`src/rtl/muldiv_pkg.sv`:
```
`default_nettype none
// ============================================================================
// Module      : muldiv_pkg
// Description : Shared definitions for the RV32M multiply/divide unit:
//               default datapath width, funct3 op encodings, FSM state
//               encoding and the divide-by-zero quotient value.
// Revision    : 1.0 - initial release
// ============================================================================
package muldiv_pkg;

    localparam int MULDIV_XLEN = 32;

    // funct3 encodings for the RV32M group
    localparam logic [2:0] OP_MUL    = 3'b000;
    localparam logic [2:0] OP_MULH   = 3'b001;
    localparam logic [2:0] OP_MULHSU = 3'b010;
    localparam logic [2:0] OP_MULHU  = 3'b011;
    localparam logic [2:0] OP_DIV    = 3'b100;
    localparam logic [2:0] OP_DIVU   = 3'b101;
    localparam logic [2:0] OP_REM    = 3'b110;
    localparam logic [2:0] OP_REMU   = 3'b111;

    // Quotient returned by DIV/DIVU when the divisor is zero
    localparam logic [MULDIV_XLEN-1:0] DIV_BY_ZERO_QUOTIENT = '1;

    typedef enum logic [1:0] {
        IDLE   = 2'd0,
        CALC   = 2'd1,
        FINISH = 2'd2
    } state_t;

endpackage
`default_nettype wire

```
`src/rtl/muldiv_sign_fix.sv`:
```
`default_nettype none
// ============================================================================
// Module      : muldiv_sign_fix
// Description : Combinational conditional two's-complement negation of the
//               2*XLEN product magnitude and of the quotient/remainder pair.
// Ports       : i_prod/i_neg_prod -> o_prod   (product, negated if flag set)
//               i_quot/i_neg_quot -> o_quot   (quotient, negated if flag set)
//               i_rem /i_neg_rem  -> o_rem    (remainder, negated if flag set)
// Revision    : 1.0 - initial release
// ============================================================================
module muldiv_sign_fix
    import muldiv_pkg::*;
#(
    parameter int XLEN = MULDIV_XLEN
) (
    input  logic [2*XLEN-1:0] i_prod,
    input  logic              i_neg_prod,
    input  logic [XLEN-1:0]   i_quot,
    input  logic              i_neg_quot,
    input  logic [XLEN-1:0]   i_rem,
    input  logic              i_neg_rem,
    output logic [2*XLEN-1:0] o_prod,
    output logic [XLEN-1:0]   o_quot,
    output logic [XLEN-1:0]   o_rem
);

    assign o_prod = i_neg_prod ? (-i_prod) : i_prod;
    assign o_quot = i_neg_quot ? (-i_quot) : i_quot;
    assign o_rem  = i_neg_rem  ? (-i_rem)  : i_rem;

endmodule
`default_nettype wire

```
`src/rtl/mul_div_unit.sv`:
```
`default_nettype none
// ============================================================================
// Module      : mul_div_unit
// Description : Multi-cycle RV32M multiply/divide unit. Radix-2 shift-add
//               multiply and restoring divide, one bit per cycle, on operand
//               magnitudes; sign correction is applied in FINISH.
//               Divide-by-zero and signed overflow skip the iteration.
// Ports       : clk, reset_n (async, active-low)
//               start/op/operand1/operand2 : request, sampled only in IDLE
//               flush  : abort an in-flight operation (no done)
//               busy   : high in CALC and FINISH
//               done   : one-cycle pulse, result valid in that cycle
//               result : final value, held afterwards
// Options     : `define MULDIV_SINGLE_CYCLE_MUL_EN to compute the four
//               multiply ops combinationally in the start cycle (done at T+1).
// Revision    : 1.0 - initial release
// ============================================================================
module mul_div_unit
    import muldiv_pkg::*;
#(
    parameter int XLEN = MULDIV_XLEN
) (
    input  logic            clk,
    input  logic            reset_n,
    input  logic            start,
    input  logic [2:0]      op,
    input  logic [XLEN-1:0] operand1,
    input  logic [XLEN-1:0] operand2,
    input  logic            flush,
    output logic            busy,
    output logic            done,
    output logic [XLEN-1:0] result
);

    localparam int              c_cnt_w    = $clog2(XLEN);
    localparam logic [c_cnt_w-1:0] c_cnt_init = c_cnt_w'(XLEN - 1);
    localparam logic [XLEN-1:0] c_int_min  = {1'b1, {(XLEN-1){1'b0}}};

    state_t              r_state;
    state_t              w_state_nxt;
    logic [2:0]          r_op;
    logic [XLEN-1:0]     r_mag_b;
    logic [2*XLEN-1:0]   r_acc;
    logic [c_cnt_w-1:0]  r_cnt;
    logic                r_neg_q;
    logic                r_neg_r;
    logic [XLEN-1:0]     r_result;

    logic                w_accept;
    logic                w_a_signed;
    logic                w_b_signed;
    logic                w_a_neg;
    logic                w_b_neg;
    logic [XLEN-1:0]     w_mag_a;
    logic [XLEN-1:0]     w_mag_b;
    logic                w_div_zero;
    logic                w_div_ovf;
    logic                w_fast_mul;
    logic                w_skip_calc;

    logic [XLEN:0]       w_mul_sum;
    logic [2*XLEN-1:0]   w_mul_acc;
    logic [XLEN:0]       w_div_shift;
    logic [XLEN:0]       w_div_diff;
    logic                w_div_ok;
    logic [2*XLEN-1:0]   w_div_acc;

    logic [2*XLEN-1:0]   w_fix_prod;
    logic [XLEN-1:0]     w_fix_quot;
    logic [XLEN-1:0]     w_fix_rem;
    logic [XLEN-1:0]     w_final;

    // ------------------------------------------------------------------
    // Operand decode in the start cycle
    // ------------------------------------------------------------------
    // operand1 is signed for MUL/MULH/MULHSU/DIV/REM, operand2 for
    // MUL/MULH/DIV/REM; the unsigned divide ops all have op[0]=1.
    assign w_a_signed = (op == OP_MUL) || (op == OP_MULH) || (op == OP_MULHSU) ||
                        (op == OP_DIV) || (op == OP_REM);
    assign w_b_signed = (op == OP_MUL) || (op == OP_MULH) ||
                        (op == OP_DIV) || (op == OP_REM);
    assign w_a_neg    = w_a_signed && operand1[XLEN-1];
    assign w_b_neg    = w_b_signed && operand2[XLEN-1];
    assign w_mag_a    = w_a_neg ? (-operand1) : operand1;
    assign w_mag_b    = w_b_neg ? (-operand2) : operand2;

    assign w_div_zero = op[2] && (operand2 == '0);
    assign w_div_ovf  = op[2] && !op[0] && (operand1 == c_int_min) && (operand2 == '1);

`ifdef MULDIV_SINGLE_CYCLE_MUL_EN
    logic [2*XLEN-1:0]   w_fast_prod;
    assign w_fast_prod = {{XLEN{1'b0}}, w_mag_a} * {{XLEN{1'b0}}, w_mag_b};
    assign w_fast_mul  = !op[2];
`else
    assign w_fast_mul  = 1'b0;
`endif

    assign w_skip_calc = w_div_zero || w_div_ovf || w_fast_mul;

    // ------------------------------------------------------------------
    // Iteration step
    // ------------------------------------------------------------------
    // Multiply: acc = {partial, multiplier}; add multiplicand to the upper
    // half when the multiplier LSB is set, then shift the whole thing right.
    assign w_mul_sum = {1'b0, r_acc[2*XLEN-1:XLEN]} +
                       {1'b0, (r_acc[0] ? r_mag_b : {XLEN{1'b0}})};
    assign w_mul_acc = {w_mul_sum, r_acc[XLEN-1:1]};

    // Divide: acc = {remainder, dividend}; shift one dividend bit into the
    // remainder, trial-subtract, and shift the quotient bit in at the bottom.
    assign w_div_shift = r_acc[2*XLEN-1:XLEN-1];
    assign w_div_diff  = w_div_shift - {1'b0, r_mag_b};
    assign w_div_ok    = !w_div_diff[XLEN];
    assign w_div_acc   = {(w_div_ok ? w_div_diff[XLEN-1:0] : w_div_shift[XLEN-1:0]),
                          r_acc[XLEN-2:0], w_div_ok};

    // ------------------------------------------------------------------
    // FSM
    // ------------------------------------------------------------------
    always_ff @(posedge clk or negedge reset_n) begin
        if (!reset_n) begin
            r_state <= IDLE;
        end else begin
            r_state <= w_state_nxt;
        end
    end

    always_comb begin
        w_state_nxt = r_state;
        w_accept    = 1'b0;
        busy        = 1'b0;
        done        = 1'b0;
        case (r_state)
            IDLE: begin
                // flush has priority over a simultaneous start
                if (start && !flush) begin
                    w_accept    = 1'b1;
                    w_state_nxt = w_skip_calc ? FINISH : CALC;
                end
            end
            CALC: begin
                busy = 1'b1;
                if (flush) begin
                    w_state_nxt = IDLE;
                end else if (r_cnt == '0) begin
                    w_state_nxt = FINISH;
                end
            end
            FINISH: begin
                busy        = 1'b1;
                done        = !flush;
                w_state_nxt = IDLE;
            end
            default: begin
                w_state_nxt = IDLE;
            end
        endcase
    end

    // ------------------------------------------------------------------
    // Datapath registers
    // ------------------------------------------------------------------
    always_ff @(posedge clk or negedge reset_n) begin
        if (!reset_n) begin
            r_op     <= '0;
            r_mag_b  <= '0;
            r_acc    <= '0;
            r_cnt    <= '0;
            r_neg_q  <= 1'b0;
            r_neg_r  <= 1'b0;
            r_result <= '0;
        end else begin
            if (w_accept) begin
                r_op    <= op;
                r_mag_b <= w_mag_b;
                r_cnt   <= c_cnt_init;
                // Special cases preload the final {rem, quot} pair with no
                // sign correction so FINISH can use the normal output path.
                if (w_div_zero) begin
                    r_acc   <= {operand1, DIV_BY_ZERO_QUOTIENT[XLEN-1:0]};
                    r_neg_q <= 1'b0;
                    r_neg_r <= 1'b0;
                end else if (w_div_ovf) begin
                    r_acc   <= {{XLEN{1'b0}}, c_int_min};
                    r_neg_q <= 1'b0;
                    r_neg_r <= 1'b0;
`ifdef MULDIV_SINGLE_CYCLE_MUL_EN
                end else if (w_fast_mul) begin
                    r_acc   <= w_fast_prod;
                    r_neg_q <= w_a_neg ^ w_b_neg;
                    r_neg_r <= 1'b0;
`endif
                end else begin
                    r_acc   <= {{XLEN{1'b0}}, w_mag_a};
                    r_neg_q <= w_a_neg ^ w_b_neg;
                    // remainder follows the dividend's sign
                    r_neg_r <= w_a_neg;
                end
            end else if ((r_state == CALC) && !flush) begin
                r_acc <= r_op[2] ? w_div_acc : w_mul_acc;
                r_cnt <= r_cnt - c_cnt_w'(1);
            end

            if (done) begin
                r_result <= w_final;
            end
        end
    end

    // ------------------------------------------------------------------
    // Sign correction and result selection
    // ------------------------------------------------------------------
    muldiv_sign_fix #(
        .XLEN (XLEN)
    ) u_sign_fix (
        .i_prod     (r_acc),
        .i_neg_prod (r_neg_q),
        .i_quot     (r_acc[XLEN-1:0]),
        .i_neg_quot (r_neg_q),
        .i_rem      (r_acc[2*XLEN-1:XLEN]),
        .i_neg_rem  (r_neg_r),
        .o_prod     (w_fix_prod),
        .o_quot     (w_fix_quot),
        .o_rem      (w_fix_rem)
    );

    always_comb begin
        w_final = r_result;
        case (r_op)
            OP_MUL:                       w_final = w_fix_prod[XLEN-1:0];
            OP_MULH, OP_MULHSU, OP_MULHU: w_final = w_fix_prod[2*XLEN-1:XLEN];
            OP_DIV, OP_DIVU:              w_final = w_fix_quot;
            default:                      w_final = w_fix_rem;
        endcase
    end

    // The new value is visible in the done cycle and latched as it retires,
    // so a flush in FINISH leaves the previous result in place.
    assign result = done ? w_final : r_result;

endmodule
`default_nettype wire

```
`config.mk`:
```
export PLATFORM = sky130hd
export DESIGN_NAME = mul_div_unit
export DESIGN_NICKNAME = d
export VERILOG_FILES = /design/src/rtl/muldiv_pkg.sv /design/src/rtl/muldiv_sign_fix.sv /design/src/rtl/mul_div_unit.sv
export SDC_FILE = /design/constraint.sdc
export NUM_CORES = 1
export LEC_CHECK = 0
export ABC_CLOCK_PERIOD_IN_PS = 5200
export BUFFER_PORTS_ARGS = -buffer_cell sky130_fd_sc_hd__buf_2
export CORE_MARGIN = 5
export CORE_UTILIZATION = 38
export DETAILED_ROUTE_END_ITERATION = 6
export GPL_TIMING_DRIVEN = 0
export PLACE_DENSITY_LB_ADDON = 0.05
export SLEW_MARGIN = 20
export SYNTH_ARGS = -nofsm -noshare
export SYNTH_HDL_FRONTEND = slang
export SYNTH_SLANG_ARGS = --single-unit
```
`constraint.sdc`:
```
create_clock -name clk -period 5.2 [get_ports clk]
set_input_delay 0.26 -clock clk [delete_from_list [all_inputs] [get_ports clk]]
set_output_delay 0.26 -clock clk [all_outputs]
set_load 0.02 [all_outputs]
```
==> flow_metrics.py <==
metrics = {
    "synth": {
        "yosysWarnings": 0,
        "synthArstFlopShare_pct": 100,
        "syn_area_um2": 14400,
        "synth_fp_nets": 2030,
        "postSynthCellCount": 1883,
        "synth_cell_types": 88,
        "synth_edf_count": 0,
        "ys_ff_latch": 140,
        "yosysSeqAreaShare_pct": 24.3,
        "synth.avg_cell_area_um2": 7.65,
        "synth-main-ff-cell": "dfrtp_1",
    },
    "clock_tree": {
        "clkTransAtPathRegs_ns": 0.07,
        "clock-sinks": 140,
        "cts_setup_buffers": 0,
        "cts_tree": "done",
        "clockBufferDepth": 2,
        "h-tree-depth": 4,
        "clkLatencyLatePin_ns": 0.46,
        "numCtsBuffers": 17,
        "cts_root_buffer": "clkbuf_16",
    },
    "route": {
        "via_count": 14800,
        "drt-initial-drc-count": 1185,
        "antenna_left": 0,
        "drtPass1Iterations": 6,
        "vias_per_cell": 5.84,
        "post-route-drc-count": 0,
        "routedWlPerCell_um": 23.3,
        "wl_mm": 59.1,
    },
    "layout": {
        "syn2layout_area_growth_pct": 12.6,
        "layout-drive-gt1-share_pct": 10.2,
        "layout_common_cells": "nand2_1 (213), o21ai_0 (195), nor2_1 (172), a21oi_1 (141), dfrtp_1 (140)",
        "fin_util_pct": 43.2,
        "layout.nets": 2154,
        "final_common_cell": "nand2_1",
    },
    "floorplan": {
        "dieArea_um2": 41900,
        "die_y_um": 205,
        "start_util_pct": 38.4,
        "rows": 71,
        "die_x_um": 205,
        "pin_count": 105,
        "core_area_um2": 37600,
    },
    "critical_path": {
        "crit_path_end_kind": "flip-flop",
        "startpoint_type": "flip-flop",
        "worst_ep_arrival_time_ns": 5.32,
        "cp_max_fo": 10,
        "critPathRequiredTime_ns": 5.57,
        "crit_type": "flip-flop to flip-flop",
    },
    "power": {
        "internal-power_uw": 5900,
        "p_leak_uw": 0.00657,
        "peakVddDrop_mv": 0.250,
        "switching_share_pct": 54.6,
        "power_frac_seq_pct": 17.6,
        "power.share.clock_pct": 10.0,
        "netSwitchingPower_uw": 7110,
        "power_frac_comb_pct": 72.4,
        "p_per_area_nw_per_um2": 802,
    },
    "timing": {
        "hold_viol": 0,
        "setup_viol": 0,
        "fin_crit_sh_pct": 95.3,
        "finalSetupTns_ns": 0,
        "max_freq_ghz": 0.202,
        "min_period_ns": 4.95,
        "relSlewSlack_pct": 25.4,
        "worstMarginPinSlew_ns": 1.11,
        "finalMaxSlewViolations": 0,
        "holdWs_ns": 0.0973,
        "finClkSkew_ns": 0.0118,
        "rsz0062_at_grt": "no",
    },
    "placement": {
        "dpl.hpwl_mm": 48.1,
        "port_buffers": 104,
        "gp_congestion": 0.948,
    },
    "job": {
        "cap_violations": 0,
    },
    "global_route": {
        "overflow": 0,
        "grt_pass1_wl_mm": 88.7,
        "antenna_found_initial": 2,
        "grt_max_degree": 72,
        "grt_pass1_vias": 14700,
        "track_usage_pct": 27.8,
    },
    "hold_path": {
        "hold_class": "input pin to flip-flop",
    },
    "outcome": {
        "status": "completed",
    },
}
sequential cells by signal, indices dropped and copies added, names as in the netlist:
name	count
r_neg_q	1
r_mag_b	32
r_acc	64
r_op	3
r_result	32
r_neg_r	1
r_cnt	5
r_state	2
path summary, 6_finish.rpt:
check / startpoint / to / slack, ns / cells after the start
max reg2reg: r_acc[31] / r_acc[63] / 0.25 / 13
min in group asynchronous: reset_n / r_cnt[3] / 0.36 / 2
max in group asynchronous: reset_n / r_mag_b[4] / 3.99 / 3
min reg2reg: r_result[3] / r_result[3] / 0.46 / 2
max: r_acc[31] / r_acc[63] / 0.25 / 13
min: operand2[31] / r_mag_b[31] / 0.1 / 3
critical path: stages (launching register included):
cell	delay (ns)
dfrtp_1	0.55
inv_1	0.21
ha_1	0.26
fa_1	0.44
nand2b_1	0.23
a2111oi_2	0.54
nor2_1	0.18
o211a_1	0.30
o21bai_1	0.27
nand2_1	0.32
buf_2	0.32
nor2_1	0.58
o21ai_0	0.34
a32oi_1	0.30
synth_stat cells (all sizes together) (24+ instances only):
library cell	instances	share of area, %
clkbuf	108	3.2
nand2	214	5.6
nor3	29	1.0
o21ai	201	7.0
o31ai	35	1.9
nand3	27	0.97
inv	63	1.6
a221oi	32	1.9
nand4	24	1.0
or3	29	1.3
ha	74	6.4
mux2i	39	2.7
xor2	92	5.6
a31oi	25	1.1
a21oi	141	4.9
dfrtp	140	24
xnor2	105	6.4
nor2	172	4.5
metrics by stage:
step	instance area, µm²	total power [µW]	worst slack [ns]	cells
finish	16200	13000	0.247	2532
floorplan	14400	8740	1.65	1883
global placement	15600	11500	0.00254	2498
global route	16200	14000	0.185	2531
detailed placement	15600	11600	0.0334	2499
CTS	16200	12900	0.194	2532
layer usage:
layer | up-vias | part of all wire [%] | GRT usage, %
li1 | 7103 | - | -
met1 | 7087 | 42 | 34.0
met2 | 467 | 49 | 49.1
met3 | 118 | 4.9 | 3.74
met4 | 0 | 3.8 | 11.3
met5 | - | 0 | 0
repair_timing:
action,in CTS,in global routing
hold endpoints to repair,69,0
hold buffers,1,0
endpoints found under the setup margin,1,4
gates resized for setup,1,1
cells by family (layout without fill, tap and decap cells):
family	count (synthesis)	count (layout)	share of synthesized area (%)
other	0	1	0
XOR/XNOR	197	197	12.0
adder cells (fa/ha/maj)	76	76	6.70
buffers and inverters	189	326	5.85
AO/OA/AOI/OAI	609	609	26.7
AND/OR/NAND/NOR	620	620	20.7
multiplexers	52	52	3.72
flip-flops	140	140	24.3
power groups by stage:
| stage | clock [µW] | combinational [µW] | sequential [µW] |
|---|---|---|---|
| 2_1_floorplan | 0 | 6740 | 2000 |
| 4_1_cts | 1330 | 9320 | 2260 |
| 3_3_place_gp | 0 | 9240 | 2260 |
| 6_report | 1310 | 9420 | 2290 |
| 5_1_grt | 1360 | 10300 | 2350 |
| 3_5_place_dp | 0 | 9280 | 2280 |
area by class of cell:
type / instances / area (µm²)
diodes: 1 / 2.50
repair buffers: 106 / 568
well taps: 511 / 639
inverters: 64 / 240
fillers: 4008 / 21400
clock inverters: 15 / 175
clock buffers: 17 / 425
multi-input cells: 1554 / 10100
plain buffers: 124 / 599
flip-flops and latches: 140 / 3500
Note: power is estimated with default switching activity, not from simulation.
